### src/rtl/ssidft_pkg.sv
// ssidft_pkg: shared scheduler state encoding and default frame geometry.
package ssidft_pkg;
    typedef enum logic [1:0] {IDLE, READ, DRAIN} state_t;
    localparam int DEF_N  = 4096;
    localparam int DEF_DW = 16;
endpackage

### src/rtl/ssidft_sched_dly.sv
// ssidft_sched_dly: RD_LAT-deep valid/first/last delay line matching bin memory read latency.
module ssidft_sched_dly #(
    parameter int RD_LAT = 2
) (
    input  logic clk_i,
    input  logic rst_i,
    input  logic v_i,
    input  logic f_i,
    input  logic l_i,
    output logic v_o,
    output logic f_o,
    output logic l_o
);
    logic [RD_LAT-1:0][2:0] sr_q, sr_d;

    always_comb begin
        sr_d[0] = {v_i, f_i, l_i};
        for (int i = 1; i < RD_LAT; i++) sr_d[i] = sr_q[i-1];
    end

    always_ff @(posedge clk_i or posedge rst_i) begin
        if (rst_i) sr_q <= '0;
        else       sr_q <= sr_d;
    end

    assign {v_o, f_o, l_o} = sr_q[RD_LAT-1];
endmodule

### src/rtl/ssidft_frame_sched.sv
// ssidft_frame_sched: reads one N-bin frame per accepted tick and streams it sob/eob-framed to the inverse accumulator.
module ssidft_frame_sched
    import ssidft_pkg::*;
#(
    parameter int DW     = DEF_DW,
    parameter int N      = DEF_N,
    parameter int AW     = $clog2(N),
    parameter int RD_LAT = 2,
    parameter int CW     = 16
) (
    input  logic                 clk_i,
    input  logic                 rst_i,
    input  logic                 enable_i,
    input  logic                 tick_i,
    input  logic                 ready_bank_i,
    output logic                 rd_en_o,
    output logic                 rd_bank_o,
    output logic [AW-1:0]        rd_addr_o,
    input  logic signed [DW-1:0] rd_re_i,
    input  logic signed [DW-1:0] rd_im_i,
    output logic                 sob_o,
    output logic                 eob_o,
    output logic signed [DW-1:0] freq_re_o,
    output logic signed [DW-1:0] freq_im_o,
    output logic                 busy_o,
    output logic                 overrun_o,
    output logic [CW-1:0]        overrun_cnt_o
);
    state_t state_q, state_d;
    logic [AW-1:0] addr_q, addr_d;
    logic bank_q, bank_d, sob_q, sob_d, eob_q, eob_d, ovr_q, ovr_d;
    logic signed [DW-1:0] re_q, re_d, im_q, im_d;
    logic [CW-1:0] cnt_q, cnt_d;
    logic dv, df, dl;

    ssidft_sched_dly #(.RD_LAT(RD_LAT)) u_dly (
        .clk_i (clk_i),
        .rst_i (rst_i),
        .v_i   (state_q == READ),
        .f_i   (addr_q == '0),
        .l_i   (addr_q == AW'(N-1)),
        .v_o   (dv),
        .f_o   (df),
        .l_o   (dl)
    );

    always_comb begin
        state_d = state_q;
        addr_d  = addr_q;
        bank_d  = bank_q;
        ovr_d   = tick_i & enable_i & (state_q != IDLE);
        cnt_d   = (ovr_d && cnt_q != '1) ? cnt_q + 1'b1 : cnt_q;
        sob_d   = dv & df;
        eob_d   = dv & dl;
        re_d    = dv ? rd_re_i : '0;
        im_d    = dv ? rd_im_i : '0;
        case (state_q)
            IDLE: if (tick_i & enable_i) begin
                state_d = READ;
                bank_d  = ready_bank_i;
                addr_d  = '0;
            end
            // address wraps to 0 after N-1 since N is a power of two
            READ: begin
                addr_d = addr_q + 1'b1;
                if (addr_q == AW'(N-1)) state_d = DRAIN;
            end
            DRAIN: if (eob_q) state_d = IDLE;
            default: state_d = IDLE;
        endcase
    end

    always_ff @(posedge clk_i or posedge rst_i) begin
        if (rst_i) begin
            state_q <= IDLE;
            addr_q  <= '0;
            bank_q  <= 1'b0;
            sob_q   <= 1'b0;
            eob_q   <= 1'b0;
            re_q    <= '0;
            im_q    <= '0;
            ovr_q   <= 1'b0;
            cnt_q   <= '0;
        end else begin
            state_q <= state_d;
            addr_q  <= addr_d;
            bank_q  <= bank_d;
            sob_q   <= sob_d;
            eob_q   <= eob_d;
            re_q    <= re_d;
            im_q    <= im_d;
            ovr_q   <= ovr_d;
            cnt_q   <= cnt_d;
        end
    end

    assign rd_en_o       = state_q == READ;
    assign rd_bank_o     = bank_q;
    assign rd_addr_o     = addr_q;
    assign sob_o         = sob_q;
    assign eob_o         = eob_q;
    assign freq_re_o     = re_q;
    assign freq_im_o     = im_q;
    assign busy_o        = state_q != IDLE;
    assign overrun_o     = ovr_q;
    assign overrun_cnt_o = cnt_q;
endmodule

### config.mk
export PLATFORM = sky130hd
export DESIGN_NAME = ssidft_frame_sched
export DESIGN_NICKNAME = d
export VERILOG_FILES = /design/src/rtl/ssidft_pkg.sv /design/src/rtl/ssidft_sched_dly.sv /design/src/rtl/ssidft_frame_sched.sv
export SDC_FILE = /design/constraint.sdc
export NUM_CORES = 1
export LEC_CHECK = 0
export BUFFER_PORTS_ARGS = -buffer_cell sky130_fd_sc_hd__buf_2
export CAP_MARGIN = 40
export CORE_UTILIZATION = 53
export DETAILED_ROUTE_END_ITERATION = 7
export HOLD_SLACK_MARGIN = 0.12
export PLACE_DENSITY = 0.94
export SETUP_SLACK_MARGIN = 0.02
export SLEW_MARGIN = 20
export SYNTH_ARGS = -nofsm -noshare
export SYNTH_HDL_FRONTEND = slang
export SYNTH_SLANG_ARGS = --single-unit
### constraint.sdc
create_clock -name clk_i -period 3.4 [get_ports clk_i]
set_input_delay 0 -clock clk_i [delete_from_list [all_inputs] [get_ports clk_i]]
set_output_delay 0 -clock clk_i [all_outputs]
set_load 0.02 [all_outputs]
==> impl_metrics.json <==
{
  "tightest_slew_ns": 0.698,
  "seq_power_share_pct": 49.9,
  "cp.arrival_ns": 2.09,
  "clkLatencyLatePin_ns": 0.34,
  "power_density_nw_per_um2": 497,
  "path_buf_inv": 0,
  "synth_flop_cell": "dfrtp_1",
  "p_int_uw": 1400,
  "routed_wirelength_um": 6630,
  "tritoncts": "yes",
  "critPathMaxStageDelay_ns": 0.61,
  "rsz0062_at_grt": "no",
  "ir_drop_uv": 311,
  "post-cts-setup-buffers": 0,
  "syn_area_um2": 2830,
  "slew_headroom_pct": 53.5,
  "reg2reg_slack_ns": 1.50,
  "reg2reg_from": "state_q[1]",
  "grt_max_degree": 43,
  "p_sw_share_pct": 29.2,
  "yosys_warnings": 0,
  "critical_path.startpoint": "state_q[1]",
  "die_h_um": 75.1,
  "post_drt_wl_per_cell_um": 14.5,
  "core_um2": 5140,
  "drc": 0,
  "initial_utilization_pct": 55.1,
  "yosys_register_bits": 72,
  "ant_nets": 0,
  "ys_seq_area_share_pct": 63.6,
  "hold_viol": 0,
  "final_cell_mix": "buf_2, dfrtp_1, dlygate4sd3_1",
  "vias": 2342,
  "outcome": "complete, no violations",
  "async_reset_ff_share_pct": 100,
  "crit_cells": 4,
  "area_delta_synth_final_pct": 40.9,
  "yosys-top-cells-area": "dfrtp_1, and2_1, xor2_1, nand2_1, xnor2_1",
  "power_switching_uw": 580,
  "start_kind": "register",
  "netlist_instances": 236,
  "htreeDepth": 3,
  "synth.largest_area_cell": "dfrtp_1",
  "root_buffer": "clkbuf_8",
  "period_needed_ns": 1.90,
  "cp_max_fo": 8,
  "io_pins": 103,
  "globalRouteTotalUtil_pct": 25.6,
  "combPwrFrac_pct": 16.8,
  "numCtsBuffers": 9,
  "fmax_ghz": 0.526,
  "tns_ns": 0,
  "hold_class": "input pin to async pin",
  "critPathCapture": "overrun_cnt_o[11]",
  "crit_chain": "o211a_1 -> nand4_1 -> a2111oi_0 -> xor2_1",
  "synth_area_per_cell_um2": 12.0,
  "synth_cell_types": 38,
  "gp_congestion": 0.842,
  "antenna_found_initial": 0,
  "num_rows": 26,
  "viasPerCell": 5.11,
  "skew_ns": 0.00656,
  "cp_top_family": "compound AO/OA/AOI/OAI gates",
  "maxCapViolCount": 0,
  "drv_slew": 0,
  "yosysTopAreaCellShare_pct": 63.6,
  "clock-sinks": 72,
  "end_kind": "register",
  "r2r-end": "overrun_cnt_o[11]",
  "dr.pass1.iters": 4,
  "grt_pass1_vias": 2298,
  "dpl.hpwl_um": 4220,
  "total_power_uw": 1980,
  "dieArea_um2": 5640,
  "clock_path_buffers": 2,
  "p_clk_share_pct": 33.3,
  "clkTransAtPathRegs_ns": 0.08,
  "cp_slowest_cell": "a2111oi_0",
  "final_nets": 423,
  "drt_iter0_markers": 190,
  "fillerInstances": 333,
  "worstSetupPathType": "register to register",
  "layout_commonest_cell": "buf_2",
  "cp_data_required_time_ns": 3.59,
  "static-leakage-power_uw": 0.00195,
  "cts_resized": 0,
  "syn_nets": 276,
  "io_buffers": 102,
  "fin_crit_sh_pct": 56.0,
  "die_x_um": 75.1,
  "grt-ovfl-total": 0,
  "drive_gt1_share_pct": 33.5,
  "synth-edff-count": 0,
  "n_antenna_cell": 0,
  "reg2regPathDepth": 4,
  "finalSetupViolCount": 0,
  "grt_pass1_wl_um": 10400
}
[kinds of logic (layout without fill, tap and decap cells)]
family	after synthesis	count (layout)	synth area share, %
simple gates	106	106	21.6
flops	72	72	63.6
compound gates	24	24	5.52
xor+xnor	17	17	5.26
buf+inv	11	163	1.46
fa+ha+maj	3	3	1.33
mux	3	3	1.19
[how the worst min path moves through the flow]
stage,startpoint,endpoint,slack (ns)
after floorplan,rd_im_i[0],freq_im_o[0],0.13
after global placement,rst_i,rd_addr_o[5],0.11
after detailed placement,rst_i,rd_addr_o[5],0.12
after CTS,rst_i,rd_addr_o[5],0.29
after global routing,rst_i,freq_im_o[15],0.34
final,rst_i,rd_addr_o[5],0.29
[layout make-up]
type	count	area (um^2)	share of cell area, %
sequential	72	1800	45.2
inverter	7	26.3	0.659
tap	70	87.6	2.20
timing repair buffer	140	888	22.3
multi-input combinational	153	990	24.8
clock buffer	10	128	3.20
clock inverter	6	68.8	1.72
[synth_stat cells (2+ instances only)]
cell type,instances
dfrtp_1,72
and2_1,35
nand2_1,16
nor2_1,12
xor2_1,11
inv_1,7
nor3_1,7
o21ai_0,7
a21oi_1,6
nand3_1,6
nand4_1,6
xnor2_1,6
clkbuf_1,4
nor4_1,4
nor4b_1,4
ha_1,3
mux2_2,3
or2_2,3
or3_1,3
a311oi_1,2
nor2b_1,2
[worst register-to-register path, cell delays in order, from the launching register on]
cell and delay [ns]:
dfrtp_1 0.45, o211a_1 0.26, nand4_1 0.31, a2111oi_0 0.61
xor2_1 0.13
[state kept, by name (all words and copies together) (netlist names)]
register	cells
rd_addr_o	12
sob_o	1
u_dly.l_o	1
u_dly.v_o	1
overrun_cnt_o	16
freq_im_o	16
state_q	2
u_dly.sr_d	3
eob_o	1
overrun_o	1
rd_bank_o	1
freq_re_o	16
u_dly.f_o	1
[repair_timing]
| action | CTS | global route |
|---|---|---|
| hold endpoints to repair | 65 | 0 |
| hold buffers | 37 | 0 |
| setup endpoints to repair | 0 | 0 |
[layer usage]
| metal | up-vias | global-route usage (%) | part of all wire (%) |
|---|---|---|---|
| li1 | 1100 | - | - |
| met1 | 1138 | 29.3 | 41 |
| met2 | 95 | 44.4 | 52 |
| met3 | 9 | 7.90 | 6.1 |
| met4 | 0 | 10.9 | 1.5 |
| met5 | - | 0 | 0 |
[power by group through the flow]
stage / logic [uW] / clock network, uW / registers [uW]
2_1_floorplan: 98.9 / 0 / 1080
5_1_grt: 361 / 712 / 999
6_report: 332 / 661 / 990
4_1_cts: 331 / 675 / 987
3_3_place_gp: 284 / 0 / 997
3_5_place_dp: 298 / 0 / 1000
[stage by stage]
stage	hold WS, ns	utilization [%]	setup WS (ns)	cells	instance area (um^2)
floorplan	0.134	-	1.58	236	2830
global placement	0.113	66.6	1.59	405	3420
detailed placement	0.119	66.6	1.55	405	3420
CTS	0.291	77.6	1.54	458	3990
global route	0.341	77.6	1.35	458	3990
finish	0.293	77.6	1.50	458	3990
Note: power is estimated with default switching activity, not from simulation.
